[src/rtl/if_prefetch_stage.sv]
// if_prefetch_stage
//   Instruction prefetch stage. It issues sequential fetches to instruction
//   memory with up to MAX_OUTSTANDING requests in flight. Returned words are
//   buffered in a DEPTH-entry first-word-fall-through FIFO that feeds decode.
//   A redirect clears the FIFO and restarts fetch at the target pc. It also
//   marks every in-flight response as stale so that it is dropped on arrival.
//
// Ports
//   clk, rst        clock, synchronous active-high reset
//   i_redirect      redirect/flush request this cycle
//   i_redirect_pc   new fetch pc, taken when i_redirect=1 (word aligned)
//   i_id_ready      decode accepts the head entry this cycle
//   imem_addr       request address (always shows the current fetch pc)
//   imem_rmask      4'hF when a request is issued this cycle, otherwise 4'h0
//   imem_rdata      response instruction word
//   imem_resp       response valid; responses arrive in issue order
//   o_valid         head entry valid
//   o_pc            pc of the head entry
//   o_pc_next       o_pc + 4 (static not-taken prediction)
//   o_inst          instruction word of the head entry
//   o_count         number of entries in the FIFO

module if_prefetch_stage #(
  parameter logic [31:0] RESET_VECTOR    = 32'h6000_0000,
  parameter int          DEPTH           = 4,
  parameter int          MAX_OUTSTANDING = 2
) (
  input  logic                     clk,
  input  logic                     rst,
  input  logic                     i_redirect,
  input  logic [31:0]              i_redirect_pc,
  input  logic                     i_id_ready,
  output logic [31:0]              imem_addr,
  output logic [3:0]               imem_rmask,
  input  logic [31:0]              imem_rdata,
  input  logic                     imem_resp,
  output logic                     o_valid,
  output logic [31:0]              o_pc,
  output logic [31:0]              o_pc_next,
  output logic [31:0]              o_inst,
  output logic [$clog2(DEPTH):0]   o_count
);

  localparam int PW = $clog2(DEPTH);                                 // FIFO pointer width
  localparam int CW = PW + 1;                                        // FIFO count width
  localparam int SW = CW + 1;                                        // outstanding + count
  localparam int TW = (MAX_OUTSTANDING > 1) ? $clog2(MAX_OUTSTANDING) : 1;
  localparam int OW = $clog2(MAX_OUTSTANDING + 1);
  // Back-to-back redirects can stack stale responses from several
  // generations of requests, so keep one bit of headroom above 2*MAX.
  localparam int DW = $clog2(2 * MAX_OUTSTANDING + 1) + 1;

  localparam logic [OW-1:0] MAX_OUT_W = OW'(MAX_OUTSTANDING);
  localparam logic [SW-1:0] DEPTH_S   = SW'(DEPTH);
  localparam logic [TW-1:0] TAG_LAST  = TW'(MAX_OUTSTANDING - 1);

  // Control state
  logic [31:0]   fetch_pc_q, fetch_pc_d;
  logic [PW-1:0] rd_ptr_q, rd_ptr_d;
  logic [PW-1:0] wr_ptr_q, wr_ptr_d;
  logic [CW-1:0] count_q, count_d;
  logic [TW-1:0] tag_rd_q, tag_rd_d;
  logic [TW-1:0] tag_wr_q, tag_wr_d;
  logic [OW-1:0] outstanding_q, outstanding_d;
  logic [DW-1:0] discard_q, discard_d;

  // Storage (no reset, plain RAM-style arrays)
  logic [31:0] pc_mem   [DEPTH];
  logic [31:0] inst_mem [DEPTH];
  logic [31:0] tag_mem  [MAX_OUTSTANDING];

  logic          issue;
  logic          pop;
  logic          push;
  logic          resp_live;   // response belongs to the current generation
  logic          resp_drop;   // response belongs to a squashed generation
  logic          resp_any;
  logic [CW-1:0] count_after_pop;
  logic [SW-1:0] occupancy;

  function automatic logic [TW-1:0] tag_inc(input logic [TW-1:0] ptr);
    return (ptr == TAG_LAST) ? '0 : ptr + TW'(1);
  endfunction

  assign o_valid = (count_q != '0);
  assign pop     = o_valid && i_id_ready && !i_redirect && !rst;

  assign count_after_pop = count_q - CW'(pop);
  // In-flight requests reserve a FIFO slot, so an accepted response never
  // finds the FIFO full.
  assign occupancy = SW'(outstanding_q) + SW'(count_after_pop);
  assign issue     = !rst && !i_redirect && (outstanding_q < MAX_OUT_W) &&
                     (occupancy < DEPTH_S);

  // Responses are in issue order. Stale ones (counted by discard_q) are
  // always older than live ones, so they are consumed first.
  assign resp_drop = imem_resp && (discard_q != '0);
  assign resp_live = imem_resp && (discard_q == '0) && (outstanding_q != '0);
  assign resp_any  = resp_drop || resp_live;
  assign push      = resp_live && !i_redirect;

  always_comb begin
    fetch_pc_d    = fetch_pc_q;
    rd_ptr_d      = rd_ptr_q;
    wr_ptr_d      = wr_ptr_q;
    count_d       = count_q + CW'(push) - CW'(pop);
    tag_rd_d      = tag_rd_q;
    tag_wr_d      = tag_wr_q;
    outstanding_d = outstanding_q + OW'(issue) - OW'(resp_live);
    discard_d     = discard_q;

    if (issue) begin
      fetch_pc_d = fetch_pc_q + 32'd4;
      tag_wr_d   = tag_inc(tag_wr_q);
    end
    if (resp_live) begin
      tag_rd_d = tag_inc(tag_rd_q);
    end
    if (resp_drop) begin
      discard_d = discard_q - DW'(1);
    end
    if (push) begin
      wr_ptr_d = wr_ptr_q + PW'(1);
    end
    if (pop) begin
      rd_ptr_d = rd_ptr_q + PW'(1);
    end

    // Redirect: every request still in flight becomes stale. The response
    // arriving in this same cycle, whichever generation it belongs to, is
    // consumed here.
    if (i_redirect) begin
      fetch_pc_d    = i_redirect_pc;
      rd_ptr_d      = '0;
      wr_ptr_d      = '0;
      count_d       = '0;
      tag_rd_d      = '0;
      tag_wr_d      = '0;
      outstanding_d = '0;
      discard_d     = discard_q + DW'(outstanding_q) - DW'(resp_any);
    end
  end

  always_ff @(posedge clk) begin
    if (rst) begin
      fetch_pc_q    <= RESET_VECTOR;
      rd_ptr_q      <= '0;
      wr_ptr_q      <= '0;
      count_q       <= '0;
      tag_rd_q      <= '0;
      tag_wr_q      <= '0;
      outstanding_q <= '0;
      discard_q     <= '0;
    end else begin
      fetch_pc_q    <= fetch_pc_d;
      rd_ptr_q      <= rd_ptr_d;
      wr_ptr_q      <= wr_ptr_d;
      count_q       <= count_d;
      tag_rd_q      <= tag_rd_d;
      tag_wr_q      <= tag_wr_d;
      outstanding_q <= outstanding_d;
      discard_q     <= discard_d;
    end
  end

  // The pc tag is captured at issue and paired with its data on return.
  always_ff @(posedge clk) begin
    if (issue) begin
      tag_mem[tag_wr_q] <= fetch_pc_q;
    end
    if (push) begin
      pc_mem[wr_ptr_q]   <= tag_mem[tag_rd_q];
      inst_mem[wr_ptr_q] <= imem_rdata;
    end
  end

  assign imem_addr  = fetch_pc_q;
  assign imem_rmask = issue ? 4'hF : 4'h0;

  // Head outputs read storage directly; they are forced to zero when empty
  // so that uninitialised storage never shows on the ports.
  assign o_pc      = o_valid ? pc_mem[rd_ptr_q] : 32'd0;
  assign o_pc_next = o_valid ? (pc_mem[rd_ptr_q] + 32'd4) : 32'd0;
  assign o_inst    = o_valid ? inst_mem[rd_ptr_q] : 32'd0;
  assign o_count   = count_q;

  // A response with nothing in flight means the memory broke protocol.
  always_ff @(posedge clk) begin
    if (!rst) begin
      assert (!(imem_resp && (outstanding_q == '0) && (discard_q == '0)));
    end
  end

endmodule

[config.mk]
export PLATFORM = sky130hd
export DESIGN_NAME = if_prefetch_stage
export DESIGN_NICKNAME = d
export VERILOG_FILES = /design/src/rtl/if_prefetch_stage.sv
export SDC_FILE = /design/constraint.sdc
export NUM_CORES = 1
export LEC_CHECK = 0
export CAP_MARGIN = 0
export CORE_MARGIN = 2
export CORE_UTILIZATION = 40
export DETAILED_ROUTE_END_ITERATION = 10
export PLACE_DENSITY = 0.63
export SYNTH_ARGS = -nofsm -noshare
export SYNTH_HDL_FRONTEND = slang
export SYNTH_SLANG_ARGS = --single-unit
[constraint.sdc]
create_clock -name clk -period 6.6 [get_ports clk]
set_clock_uncertainty 0.15 [all_clocks]
set_input_delay 1.32 -clock clk [delete_from_list [all_inputs] [get_ports clk]]
set_output_delay 1.32 -clock clk [all_outputs]
set_load 0.01 [all_outputs]
==> flow_metrics.py, run 1 <==
metrics = {
    "status": {
        "status": "finished clean",
    },
    "clock_tree": {
        "cts_setup_buffers": 0,
        "cts_max_level": 2,
        "hold_buffers": 0,
        "clock-root-buffer": "clkbuf_16",
        "cts.sinks": 370,
        "cts_buffer_depth": 3,
        "cts_tree": "built",
        "cts_made_buffers": 39,
        "cts-resized-gates": 0,
        "worstSkewPairLatency_ps": 520,
        "clkTransAtPathRegs_ps": 60,
    },
    "worst_hold_path": {
        "holdCritStartpoint": "wr_ptr_q[1]",
        "hp-class": "reg2reg",
    },
    "logic_synthesis": {
        "syn_avg_cell_area_um2": 15.5,
        "synth.distinct_cells": 57,
        "ys_seq_area_frac": 0.677,
        "synth_edf_count": 320,
        "synth-seq-cells": 370,
        "synthFlopType": "edfxtp_1",
        "synth_area_leaders": "edfxtp_1 61%, mux4_2 7.8%, dfxtp_1 6.4%, mux2_2 2.7%, and2_1 2.7%",
        "synth.net_count": 1101,
        "yosysTopAreaCell": "edfxtp_1",
        "syn_area_mm2": 0.0157,
        "ys_warn_count": 0,
        "ys_async_sr_fraction": 0,
        "syn_inst": 1011,
        "netlist.area_leader.share": 0.614,
    },
    "pwr": {
        "clkPwrFrac": 0.405,
        "combPwrFrac": 0.071,
        "switching_share": 0.214,
        "p_int_w": 0.00393,
        "seq_power_share": 0.524,
        "p_leak_nw": 6.19,
        "p_sw_w": 0.00107,
        "power_density_mw_per_mm2": 258,
        "ir_worst_vdd_mv": 0.147,
        "p_total_w": 0.00500,
    },
    "floorplan": {
        "die_w_um": 202,
        "rows": 72,
        "dieHeight_um": 202,
        "io_pins": 205,
        "core_mm2": 0.0386,
        "design.die.area_mm2": 0.0408,
        "initial_utilization": 0.405,
    },
    "placed_design": {
        "place_area_mm2": 0.0182,
        "dp_hpwl_um": 21800,
        "gp_congestion": 0.771,
        "io_buffers": 204,
    },
    "route": {
        "vias": 9214,
        "drt_first_pass_iters": 4,
        "drcViolationCount": 0,
        "wirelength_um": 34300,
        "viasPerCell": 5.24,
        "routedWlPerCell_um": 19.5,
        "ant_nets": 0,
        "drt_iter0_markers": 513,
    },
    "timing": {
        "grt_setup_unrepaired": "no",
        "fin_crit_ps": 5560,
        "slew_headroom": 0.289,
        "fin_crit_sh": 0.842,
        "fmaxAchievable_mhz": 180,
        "worst_pin_slew_ps": 1070,
        "slew_viol_final": 0,
        "setup_tns_ps": 0,
        "setup_viol_count_final": 0,
        "hold_viol_final": 0,
    },
    "worst_setup_path": {
        "crit_path_start": "i_redirect",
        "end_kind": "output pin",
        "critPathMaxFanout": 22,
        "critical_path_required_ps": 5130,
        "crit_type": "in2out",
        "r2r_start": "o_count[0]",
        "arrival_ps": 4090,
        "critPathLaunchType": "input port",
    },
    "global_routing": {
        "grt_pass1_wl_um": 53300,
        "grt_usage": 0.168,
        "grt_overflow": 0,
        "grt_max_degree": 65,
        "antenna_found_initial": 1,
        "first_global_vias": 9328,
    },
    "cells_and_area": {
        "antenna_cells": 0,
        "fin_area_mm2": 0.0194,
        "syn_to_final_growth_pct": 23.9,
        "final_util": 0.502,
        "nets": 1301,
        "drive_above_1_share": 0.148,
    },
    "run": {
        "cap_violations": 0,
    },
}
-- through the flow --
stage,hold slack [ps],instances,setup WS [ps]
2_1_floorplan,319,1011,1690
3_3_place_gp,347,1688,1060
3_5_place_dp,355,1688,1050
4_1_cts,363,1758,999
5_1_grt,398,1758,764
6_report,357,1758,1040
-- placed cells by master (no fill, tap or decap), drive strengths merged, types with 3 or more instances in the layout --
master	count
edfxtp	320
clkdlybuf4s50	204
nor2	70
and2	68
mux4	62
clkbuf	52
nand2	51
dfxtp	50
a21oi	40
mux2	38
o21ai	30
nand3	26
inv	25
xor2	23
ha	19
a31oi	18
xnor2	17
clkinv	16
nand4	14
nor3	14
buf	13
and3	11
nor4	9
or3	8
mux2i	5
nand4b	4
and4	3
o311ai	3
nand3b	3
-- final timing paths --
path,to,slack (ps),cells after the start
worst min-delay path,wr_ptr_q[1],360,2
worst max register to register,outstanding_q[1],3390,16
worst min register to register,wr_ptr_q[1],360,2
worst max-delay path,imem_rmask[3],1040,10
-- power groups by stage --
stage               combinational, W  sequential (W)  clock [W]
detailed placement          0.000352         0.00267          0
floorplan                   0.000211         0.00266          0
global route                0.000395         0.00263    0.00217
CTS                         0.000356         0.00262    0.00208
finish                      0.000353         0.00262    0.00202
global placement            0.000348         0.00267          0
-- state kept, by name, summed over array words and instances, names as in the netlist, named ones only --
name,cells
tag_rd_q,1
pc_mem,128
rd_ptr_q,2
imem_addr,32
outstanding_q,2
inst_mem,128
wr_ptr_q,2
tag_mem,64
o_count,3
tag_wr_q,1
discard_q,4
-- cell families after synthesis --
kind of cell | count (synthesis) | synth area share
muxes | 105 | 0.122
AOI/OAI and AO/OA | 102 | 0.0371
xor gates and xnor gates | 40 | 0.0224
adders and majority gates | 21 | 0.0177
and+or+nand+nor | 290 | 0.0996
DFF | 370 | 0.677
buffers and inverters | 83 | 0.0241
-- cell usage after synthesis, types with 23 or more instances --
master / count
nand2_1: 51
mux4_2: 54
and2_1: 68
a21oi_1: 40
nor2_1: 69
edfxtp_1: 320
nand3_1: 24
o21ai_0: 29
mux2_2: 38
dfxtp_1: 50
clkbuf_1: 30
inv_1: 23
xor2_1: 23
-- cell type report --
type                       instances  area [µm²]
clock buffer                      52        1070
clock inverter                    18         125
fill                            3234       19200
inverter                          25        95.1
multi-input combinational        558        4710
sequential                       370       10600
tap                              518         648
timing repair buffer             217        2140
-- metal layers --
metal / vias to the layer above / share of wire / global-route usage
met4: 2 / 0.015 / 0.0376
met5: - / 0.00047 / 0
met3: 42 / 0.059 / 0.0281
met1: 4593 / 0.47 / 0.247
li1: 4267 / - / -
met2: 310 / 0.45 / 0.263
-- critical path, stage by stage --
cell and delay (ps):
clkdlybuf4s50_1 480, or2_1 440, nor3_1 110, ha_1 290, inv_1 40, ha_1 200
nor4_4 270, o21ai_2 110, clkinv_2 240, clkdlybuf4s50_1 600
No activity file was read; power rests on OpenSTA's default activity.
==> run 2, diff against run 1 <==
--- a/config.mk
+++ b/config.mk
@@ -9,7 +9,7 @@
 export CORE_MARGIN = 2
 export CORE_UTILIZATION = 40
 export DETAILED_ROUTE_END_ITERATION = 10
-export PLACE_DENSITY = 0.63
+export PLACE_DENSITY = 0.65
 export SYNTH_ARGS = -nofsm -noshare
 export SYNTH_HDL_FRONTEND = slang
 export SYNTH_SLANG_ARGS = --single-unit
==> constraint.sdc (replaced) <==
create_clock -name clk -period 5.1 [get_ports clk]
set_clock_uncertainty 0.15 [all_clocks]
set_input_delay 1.02 -clock clk [delete_from_list [all_inputs] [get_ports clk]]
set_output_delay 1.02 -clock clk [all_outputs]
set_load 0.01 [all_outputs]
==> flow_metrics.py, run 2 (synthesis results as in run 1) <==
metrics = {
    "status": {
        "status": "finished clean",
    },
    "timing": {
        "fin_crit_ps": 4840,
        "hold_viol_final": 0,
        "fmaxAchievable_mhz": 207,
        "grt_setup_unrepaired": "no",
        "fin_crit_sh": 0.949,
        "setup_viol_count_final": 0,
        "setup_tns_ps": 0,
        "slew_headroom": 0.512,
        "fin_hold_ws_ps": 367,
        "worst_pin_slew_ps": 732,
        "slew_viol_final": 0,
    },
    "global_routing": {
        "antenna_found_initial": 0,
        "grt_pass1_wl_um": 54200,
        "grt_usage": 0.171,
        "grt_max_degree": 66,
        "first_global_vias": 9130,
        "grt_overflow": 0,
    },
    "pwr": {
        "ir_worst_vdd_mv": 0.220,
        "power_density_mw_per_mm2": 337,
        "p_leak_nw": 6.28,
    },
    "worst_setup_path": {
        "arrival_ps": 3670,
        "critical_path_required_ps": 3930,
        "crit_chain": "buf_4 -> mux4_2 -> nand4_2 -> nor3_2 -> nand3_1 -> or3_1 -> a21oi_1 -> clkdlybuf4s50_1",
        "cpMaxStageDelayCell": "dfxtp_4",
        "crit_buf_inv": 2,
        "crit_type": "reg2out",
        "end_kind": "output pin",
        "slowest_delay_ps": 620,
        "critPathLaunchType": "flop",
        "cp_top_family": "buffers and inverters",
        "critPathMaxFanout": 23,
    },
    "placed_design": {
        "dp_hpwl_um": 23400,
        "dpl.cell_count": 1701,
        "place_area_mm2": 0.0183,
        "gp_congestion": 0.779,
        "io_buffers": 204,
    },
    "route": {
        "drt_first_pass_iters": 5,
        "vias": 9323,
        "drcViolationCount": 0,
        "routedWlPerCell_um": 19.9,
        "wirelength_um": 35300,
        "routed.top_layer": "met4",
        "viasPerCell": 5.27,
        "wl_met2_um": 16300,
        "drt-met1-wl_um": 15700,
        "drt_iter0_markers": 629,
        "ant_nets": 0,
        "met3_length_um": 2520,
    },
    "floorplan": {
        "core_mm2": 0.0386,
        "design.die.area_mm2": 0.0408,
        "die_w_um": 202,
        "io_pins": 205,
        "dieHeight_um": 202,
        "rows": 72,
        "initial_utilization": 0.405,
    },
    "clock_tree": {
        "clkTransAtPathRegs_ps": 60,
        "cts_made_buffers": 39,
        "cts_tree": "built",
        "cts_max_level": 2,
        "worstSkewPairLatency_ps": 510,
        "hold_buffers": 0,
        "clock-root-buffer": "clkbuf_16",
        "cts.sinks": 370,
        "cts_buffer_depth": 3,
    },
    "worst_hold_path": {
        "hp-class": "reg2reg",
    },
    "cells_and_area": {
        "antenna_cells": 0,
        "syn_to_final_growth_pct": 24.9,
        "instances_no_fill": 1768,
        "layout_commonest_cell": "edfxtp_1",
        "biggestRegsByFlops": "inst_mem x128, pc_mem x128, tag_mem x64",
        "fin_area_mm2": 0.0196,
        "drive_above_1_share": 0.157,
        "nets": 1314,
        "final_cell_mix": "320 x edfxtp_1, 204 x clkdlybuf4s50_1, 68 x and2_1, 67 x nor2_1, 54 x mux4_2",
    },
    "run": {
        "cap_violations": 0,
    },
}
[run 2: power breakdown]
part	internal [W]	total [W]	switching, W
Sequential	0.00334	0.00339	0.0000489
Combinational	0.000227	0.000463	0.000237
Clock	0.00163	0.00273	0.00110
[run 2: timing repair]
action / CTS / global route
endpoints found under the setup margin: 0 / 5
endpoints found under the hold margin: 0 / 0
resized for setup: 0 / 1
setup buffers: 0 / 0
[run 2: worst reg2reg max path: stages, from the launching register on]
cell	delay, ps
dfxtp_1	390
nor3_4	210
inv_2	50
nand2_1	130
nor3_1	70
ha_1	280
inv_1	40
ha_1	260
nand2_1	60
o21ai_2	180
clkinv_2	110
buf_4	220
nor2_1	400
buf_4	320
o21ai_0	120
a31oi_1	180
[run 2: path summary, 6_finish.rpt]
check | start | end | slack [ps] | cells past startpoint
max | flop | o_pc_next[28] | 260 | 8
min reg2reg | wr_ptr_q[1] | wr_ptr_q[1] | 370 | 2
max reg2reg | o_count[0] | imem_addr[4] | 1850 | 15
min | wr_ptr_q[1] | wr_ptr_q[1] | 370 | 2
[run 2: through the flow]
step / total power, W / util / worst slack (ps)
6_report: 0.00659 / 0.506 / 262
3_5_place_dp: 0.00392 / 0.474 / 631
5_1_grt: 0.00683 / 0.506 / 49.1
3_3_place_gp: 0.00391 / 0.474 / 685
2_1_floorplan: 0.00372 / - / 492
4_1_cts: 0.00665 / 0.506 / 73.9
[run 2: area by class of cell]
class                   instances  area (µm²)
inverters                      25        95.1
flip-flops and latches        370       10600
well taps                     518         648
multi-input cells             558        4710
repair buffers                230        2260
fillers                      3257       19100
clock inverters                22         214
clock buffers                  45        1020
[run 2: layer usage]
metal	GRT usage	up-vias
met4	0.0399	0
li1	-	4285
met5	0	-
met3	0.0298	45
met2	0.268	384
met1	0.252	4609
